--- src/rtl/if_pkg.sv ---
// Shared types and default widths for the instruction-fetch stage.
package if_pkg;

    localparam int unsigned PC_LEN_DEF    = 24;
    localparam int unsigned WORD_LEN_DEF  = 16;
    localparam int unsigned BUF_DEPTH_DEF = 2;

    typedef enum logic [1:0] {
        FETCH = 2'd0,
        WAIT  = 2'd1,
        DRAIN = 2'd2
    } fetch_state_t;

    typedef struct packed {
        logic [PC_LEN_DEF-1:0]   pc;
        logic [WORD_LEN_DEF-1:0] inst;
    } fetch_entry_t;

endpackage

--- src/rtl/fetch_fifo.sv ---
// Small power-of-two FIFO holding fetched {pc, inst} entries; flush empties it in one cycle.
module fetch_fifo #(
    parameter int unsigned DEPTH = 2,
    parameter int unsigned WIDTH = 40
) (
    input  logic                     clk,
    input  logic                     rst,
    input  logic                     push,
    input  logic                     pop,
    input  logic                     flush,
    input  logic [WIDTH-1:0]         wdata,
    output logic [WIDTH-1:0]         rdata,
    output logic [$clog2(DEPTH):0]   count,
    output logic                     empty,
    output logic                     full
);

    localparam int unsigned AW = $clog2(DEPTH);
    localparam logic [AW:0] FULL_CNT = (AW + 1)'(DEPTH);

    logic [WIDTH-1:0] mem_q [DEPTH];
    logic [AW-1:0]    wptr_q, rptr_q;
    logic [AW:0]      count_q;
    logic             do_push, do_pop;

    assign empty   = (count_q == '0);
    assign full    = (count_q == FULL_CNT);
    assign count   = count_q;
    assign rdata   = mem_q[rptr_q];
    assign do_push = push && !full;
    assign do_pop  = pop && !empty;

    always_ff @(posedge clk) begin
        if (rst) begin
            wptr_q  <= '0;
            rptr_q  <= '0;
            count_q <= '0;
            for (int unsigned i = 0; i < DEPTH; i++) begin
                mem_q[i] <= '0;
            end
        end else if (flush) begin
            wptr_q  <= '0;
            rptr_q  <= '0;
            count_q <= '0;
        end else begin
            if (do_push) begin
                mem_q[wptr_q] <= wdata;
                wptr_q        <= wptr_q + 1'b1;
            end
            if (do_pop) begin
                rptr_q <= rptr_q + 1'b1;
            end
            case ({do_push, do_pop})
                2'b10:   count_q <= count_q + 1'b1;
                2'b01:   count_q <= count_q - 1'b1;
                default: ;
            endcase
        end
    end

endmodule

--- src/rtl/if_stage.sv ---
// Instruction-fetch stage: PC, one-outstanding imem handshake, fetch buffer, branch redirect.
// Optional IF_PERF_CNT_EN adds a saturating bubble_cnt output.
module if_stage
    import if_pkg::*;
#(
    parameter int unsigned PC_LEN    = PC_LEN_DEF,
    parameter int unsigned WORD_LEN  = WORD_LEN_DEF,
    parameter int unsigned BUF_DEPTH = BUF_DEPTH_DEF
) (
    input  logic                clk,
    input  logic                rst,
    input  logic                freeze,
    input  logic                brTaken,
    input  logic [PC_LEN-1:0]   br_target,
    output logic                imem_req,
    output logic [PC_LEN-1:0]   imem_addr,
    input  logic                imem_ready,
    input  logic                imem_valid,
    input  logic [WORD_LEN-1:0] imem_rdata,
    output logic                inst_valid,
    output logic [WORD_LEN-1:0] instruction,
    output logic [PC_LEN-1:0]   pc_out
`ifdef IF_PERF_CNT_EN
    ,
    output logic [15:0]         bubble_cnt
`endif
);

    localparam int unsigned ENTRY_W = PC_LEN + WORD_LEN;
    localparam int unsigned CNT_W   = $clog2(BUF_DEPTH) + 1;

    fetch_state_t        state_q, state_d;
    logic [PC_LEN-1:0]   fetch_pc_q, fetch_pc_d;
    logic [PC_LEN-1:0]   req_pc_q;
    logic [CNT_W-1:0]    buf_count;
    logic                buf_empty, buf_full;
    logic                buf_push_req, buf_push, buf_pop, buf_flush;
    logic [ENTRY_W-1:0]  buf_wdata, buf_rdata;
    logic                outstanding, space, accept, br_take;

    assign inst_valid  = !buf_empty;
    assign instruction = buf_rdata[WORD_LEN-1:0];
    assign pc_out      = buf_rdata[ENTRY_W-1:WORD_LEN];
    assign imem_addr   = fetch_pc_q;

    // A branch only counts when it resolves against a real head instruction.
    assign br_take     = brTaken && inst_valid;
    assign buf_pop     = inst_valid && !freeze;
    assign buf_flush   = br_take;
    assign outstanding = (state_q == WAIT);

    // Reserve a slot for the in-flight word so a response can never hit a full buffer.
    assign space = (int'(buf_count) + int'(outstanding) - int'(buf_pop)) < int'(BUF_DEPTH);

    assign imem_req = ((state_q == FETCH) || ((state_q == WAIT) && imem_valid))
                      && space && !brTaken && !rst;
    assign accept   = imem_req && imem_ready;

    assign buf_push_req = outstanding && imem_valid && !br_take;
    assign buf_push     = buf_push_req && !buf_full;
    assign buf_wdata    = {req_pc_q, imem_rdata};

    fetch_fifo #(
        .DEPTH (BUF_DEPTH),
        .WIDTH (ENTRY_W)
    ) u_fifo (
        .clk   (clk),
        .rst   (rst),
        .push  (buf_push),
        .pop   (buf_pop),
        .flush (buf_flush),
        .wdata (buf_wdata),
        .rdata (buf_rdata),
        .count (buf_count),
        .empty (buf_empty),
        .full  (buf_full)
    );

    always_comb begin
        state_d    = state_q;
        fetch_pc_d = fetch_pc_q;

        if (br_take) begin
            fetch_pc_d = br_target;
        end else if (accept) begin
            fetch_pc_d = fetch_pc_q + 1'b1;
        end

        unique case (state_q)
            FETCH: begin
                if (accept) begin
                    state_d = WAIT;
                end
            end
            WAIT: begin
                if (br_take) begin
                    state_d = imem_valid ? FETCH : DRAIN;
                end else if (imem_valid) begin
                    state_d = accept ? WAIT : FETCH;
                end
            end
            DRAIN: begin
                if (imem_valid) begin
                    state_d = FETCH;
                end
            end
            default: state_d = FETCH;
        endcase
    end

    always_ff @(posedge clk) begin
        if (rst) begin
            state_q    <= FETCH;
            fetch_pc_q <= '0;
            req_pc_q   <= '0;
        end else begin
            state_q    <= state_d;
            fetch_pc_q <= fetch_pc_d;
            if (accept) begin
                req_pc_q <= fetch_pc_q;
            end
        end
    end

`ifdef IF_PERF_CNT_EN
    logic [15:0] bubble_q;

    always_ff @(posedge clk) begin
        if (rst) begin
            bubble_q <= '0;
        end else if (!inst_valid && (bubble_q != 16'hFFFF)) begin
            bubble_q <= bubble_q + 16'd1;
        end
    end

    assign bubble_cnt = bubble_q;
`endif

endmodule
--- config.mk ---
export PLATFORM = sky130hd
export DESIGN_NAME = if_stage
export DESIGN_NICKNAME = d
export VERILOG_FILES = /design/src/rtl/if_pkg.sv /design/src/rtl/fetch_fifo.sv /design/src/rtl/if_stage.sv
export SDC_FILE = /design/constraint.sdc
export NUM_CORES = 1
export LEC_CHECK = 0
export CORE_MARGIN = 1
export CORE_UTILIZATION = 35
export DETAILED_ROUTE_END_ITERATION = 10
export PLACE_DENSITY_LB_ADDON = 0.08
export SETUP_SLACK_MARGIN = 0.2
export SYNTH_ARGS = -nofsm -noshare
export SYNTH_HDL_FRONTEND = slang
export SYNTH_SLANG_ARGS = --single-unit
--- constraint.sdc ---
create_clock -name clk -period 3.94 [get_ports clk]
set_input_delay 0.394 -clock clk [delete_from_list [all_inputs] [get_ports clk]]
set_output_delay 0.394 -clock clk [all_outputs]
set_load 0.01 [all_outputs]
==> out/qor_table.md <==
| Stage | Metric | This run |
| --- | --- | --- |
| synth | Synthesized instance count | 546 |
| clock tree | CTS tree | built |
| timing | Least-Margin Pin Slew | 1.02 ns |
| synth | Asr flop ratio synth | 0% |
| setup path | Cell class contributing the biggest share of worst-path delay | simple AND/OR/NAND/NOR gates |
| timing | Final critical-path share of the clock period | 88.8% |
| timing | Setup slack after layout | 0.442 ns |
| global route | Antenna violations before repair | 0 |
| routing | Number of vias per cell | 4.96 |
| synth | Number of warnings issued by yosys | 0 |
| floorplanning | Die height | 133 µm |
| setup path | Cell Chain, Critical Path | nor2_1 > nor2_1 > ha_1 > or3b_2 > fa_1 > a21boi_1 > or3_4 > nor4_2 > clkbuf_2 |
| timing | Minimum clock period | 3.50 ns |
| hold path | Worst hold path class | flip-flop to flip-flop |
| clock tree | TritonCTS buffer count | 17 |
| synth | EDFF count, synth | 80 |
| synth | Share of synthesized area occupied by flip-flops and latches | 57.9% |
| global route | Overall global routing resource usage | 17.1% |
| clock tree | TritonCTS sink count | 135 |
| floorplanning | Starting Density | 36.2% |
| synth | Number of different library cells in the post-synthesis netlist | 47 |
| synth | Net Count, Synth | 597 |
| routing | Routed WL | 14,600 µm |
| place | Number of buffers inserted by port buffering | 111 |
| place | Placed Area | 7490 µm² |
| power | Leakage power figure | 2.79 nW |
| final layout | Footprint of the multi-input gates | 2410 µm² |
| setup path | Startpoint kind of the worst setup timing path | flip-flop |
| clock tree | Library cell used as clock root buffer | clkbuf_16 |
| synth | Post-Syn Area per Cell | 11.1 µm² |
| power | Cell area power density | 413 nW/µm² |
| setup path | Worst setup EP type | output pin |
| timing | Worst Skew | 0.00720 ns |
| setup path | Biggest cell delay along the critical path | 0.56 ns |
| global route | Total overflow reported by the global router | 0 |
| clock tree | CTS H-tree depth | 4 |
| final layout | Post-synthesis to final-layout area growth | 32.6% |
| place | Post-detailed-placement half-perimeter wirelength | 9780 µm |
| timing | Aggregate negative setup slack | 0 ns |
| floorplanning | Chip width | 133 µm |
| routing | DR DRC count | 0 |
| global route | Maximum number of pins on one net before global-route repair | 42 |
| final layout | Ant diodes | 0 |
| floorplanning | Core Region | 16,700 µm² |
| place | Place WS | 0.0731 ns |
| floorplanning | I/O pins | 112 |
| timing | Max-slew violations | 0 |
| final layout | # nets final | 712 |
| global route | Wire length of the first global-routing pass | 23,400 µm |
| run | Maximum capacitance violations | 0 |
| routing | Total via count after detailed routing | 4,436 |
| timing | Final setup violation count | 0 |
| setup path | Worst endpoint required time | 3.55 ns |
| routing | Average routed wire per standard cell | 16.3 µm |
| routing | Starting DRC count in detailed routing | 208 |
| timing | RSZ-0062 raised after global routing | false |
| outcome | Outcome | completed |
| timing | Final hold vios | 0 |
| setup path | WS Path Type | flip-flop to output pin |
| final layout | Final standard cell area without fillers | 8020 µm² |
| timing | Final-layout worst hold slack | 0.460 ns |
| final layout | Fraction of layout cells with a size suffix above 1 | 14.5% |
| global route | Vias in the first global route | 4,513 |
| clock tree | Clock Path Buffers | 2 |
| timing | Peak clock frequency supported by timing | 0.286 GHz |
| routing | Final antenna-violating net count | 0 |
| synth | Post-synthesis register bit count | 135 |
| floorplanning | Row Count | 47 |
| setup path | Worst-path cell with the longest stage delay | fa_1 |
| place | Final weighted congestion of routability-driven global placement | 0.835 |
| setup path | Most prevalent standard cell on the critical path | nor2_1 |
| floorplanning | Die Outline Area | 17,800 µm² |
| power | Largest vdd supply drop | 0.317 mV |
| timing | Slew HR | 31.7% |
| routing | First drt pass iteration count | 4 |
| setup path | Buf+Inv Stages, Crit Path | 1 |
| final layout | Fill count | 1,563 |
| clock tree | Buffers inserted by post-CTS timing repair | 0 |
| synth | Most frequently used flop master after synthesis | edfxtp_1 |
| synth | Cell area after synthesis | 6050 µm² |
| setup path | Crit path DAT | 3.10 ns |
| clock tree | Clock insertion delay at the later pin of the skew report | 0.41 ns |
| clock tree | Clock transition at the register clock pins on the worst setup and hold paths after CTS | 0.05 ns |
| final layout | Total area of sequential cells | 3510 µm² |
| setup path | Critical-path maximum fanout | 7 |
[flip-flops by register name (all words and copies together) (netlist names), named ones only]
signal	count
u_fifo.rptr_q	1
u_fifo.wptr_q	1
state_q	2
req_pc_q	24
u_fifo.count	2
u_fifo.mem_q	80
imem_addr	24
[cell families after synthesis]
kind of cell             share of synthesized area (%)
AO/OA/AOI/OAI                                     8.62
XOR/XNOR                                          1.45
adder cells (fa/ha/maj)                           1.16
buffers and inverters                             2.90
flip-flops                                        57.9
multiplexers                                      7.61
AND/OR/NAND/NOR                                   20.4
[final timing paths]
kind	depth (start not counted)	slack, ns	to	startpoint
hold / removal	2	0.46	req_pc_q[0]	req_pc_q[0]
hold reg to reg	2	0.46	req_pc_q[0]	req_pc_q[0]
setup reg to reg	12	0.46	req_pc_q[23]	u_fifo.count[1]
setup / recovery	9	0.44	imem_req	u_fifo.count[1]
[final cells by class]
class	instances	area share, %
flip-flops and latches	135	43.7
clock buffers	26	5.85
multi-input cells	368	30.0
well taps	220	3.43
inverters	9	0.421
clock inverters	6	0.655
repair buffers	130	15.9
[report_power, final]
group | leakage, nW | internal [mW] | switching [mW]
Sequential | 1.27 | 1.54 | 0.0448
Combinational | 1.26 | 0.173 | 0.141
Clock | 0.255 | 0.876 | 0.532
[placed cells by master (no fill, tap or decap), types with 4 or more instances in the layout]
cell	netlist	routed
a211oi_1	6	6
a21oi_1	35	35
a31oi_1	9	9
and2_1	81	81
and3_1	6	6
buf_4	0	17
clkbuf_1	23	8
clkbuf_16	0	17
clkdlybuf4s50_1	0	110
dfxtp_1	55	52
edfxtp_1	80	80
ha_1	4	4
inv_1	9	9
mux2_2	40	40
nand2_1	59	58
nand3_1	7	7
nand4_1	5	5
nor2_1	10	9
nor2b_1	5	5
nor3_1	18	17
nor4_1	5	4
o21ai_0	26	24
or3_1	6	6
or4_1	5	5
xnor2_1	8	8
[synthesized netlist by cell type, types with 6 or more instances]
master,n,area [µm²]
clkbuf_1,23,86.3
a31oi_1,9,56.3
nor2_1,10,37.5
and3_1,6,37.5
or3_1,6,37.5
o21ai_0,26,130
nand3_1,7,35.0
dfxtp_1,55,1100
and2_1,81,507
nand2_1,59,221
inv_1,9,33.8
xnor2_1,8,70.1
mux2_2,40,450
a211oi_1,6,45.0
edfxtp_1,80,2400
a21oi_1,35,175
nor3_1,18,90.1
[stage by stage]
stage / cells / util, % / power [mW]
after global placement: 862 / 44.9 / 1.93
after detailed placement: 862 / 44.9 / 1.93
after global routing: 894 / 48.0 / 3.43
final: 894 / 48.0 / 3.31
after CTS: 894 / 48.0 / 3.35
after floorplan: 546 / - / 1.75
[what timing repair did]
| action | 4_1_cts | 5_1_grt |
|---|---|---|
| setup endpoints to repair | 1 | 1 |
| hold buffers | 0 | 0 |
| resized for setup | 3 | 3 |
[layer usage]
metal / track usage [%] / routed length, µm
met3: 4.11 / 669
met5: 0 / 0
met2: 27.3 / 6650
met1: 22.2 / 6950
met4: 7.13 / 282
[worst reg2reg max path, stage by stage (launching register included)]
cell and delay [ns]:
dfxtp_2 0.41, nor2_1 0.08, nor2_1 0.13, ha_1 0.25, or3b_2 0.48, fa_1 0.56
a21boi_1 0.09, or3_4 0.36, buf_4 0.18, or3_1 0.45, buf_12 0.21, nand2_1 0.08
a21oi_1 0.06
Note: power is estimated with default switching activity, not from simulation.
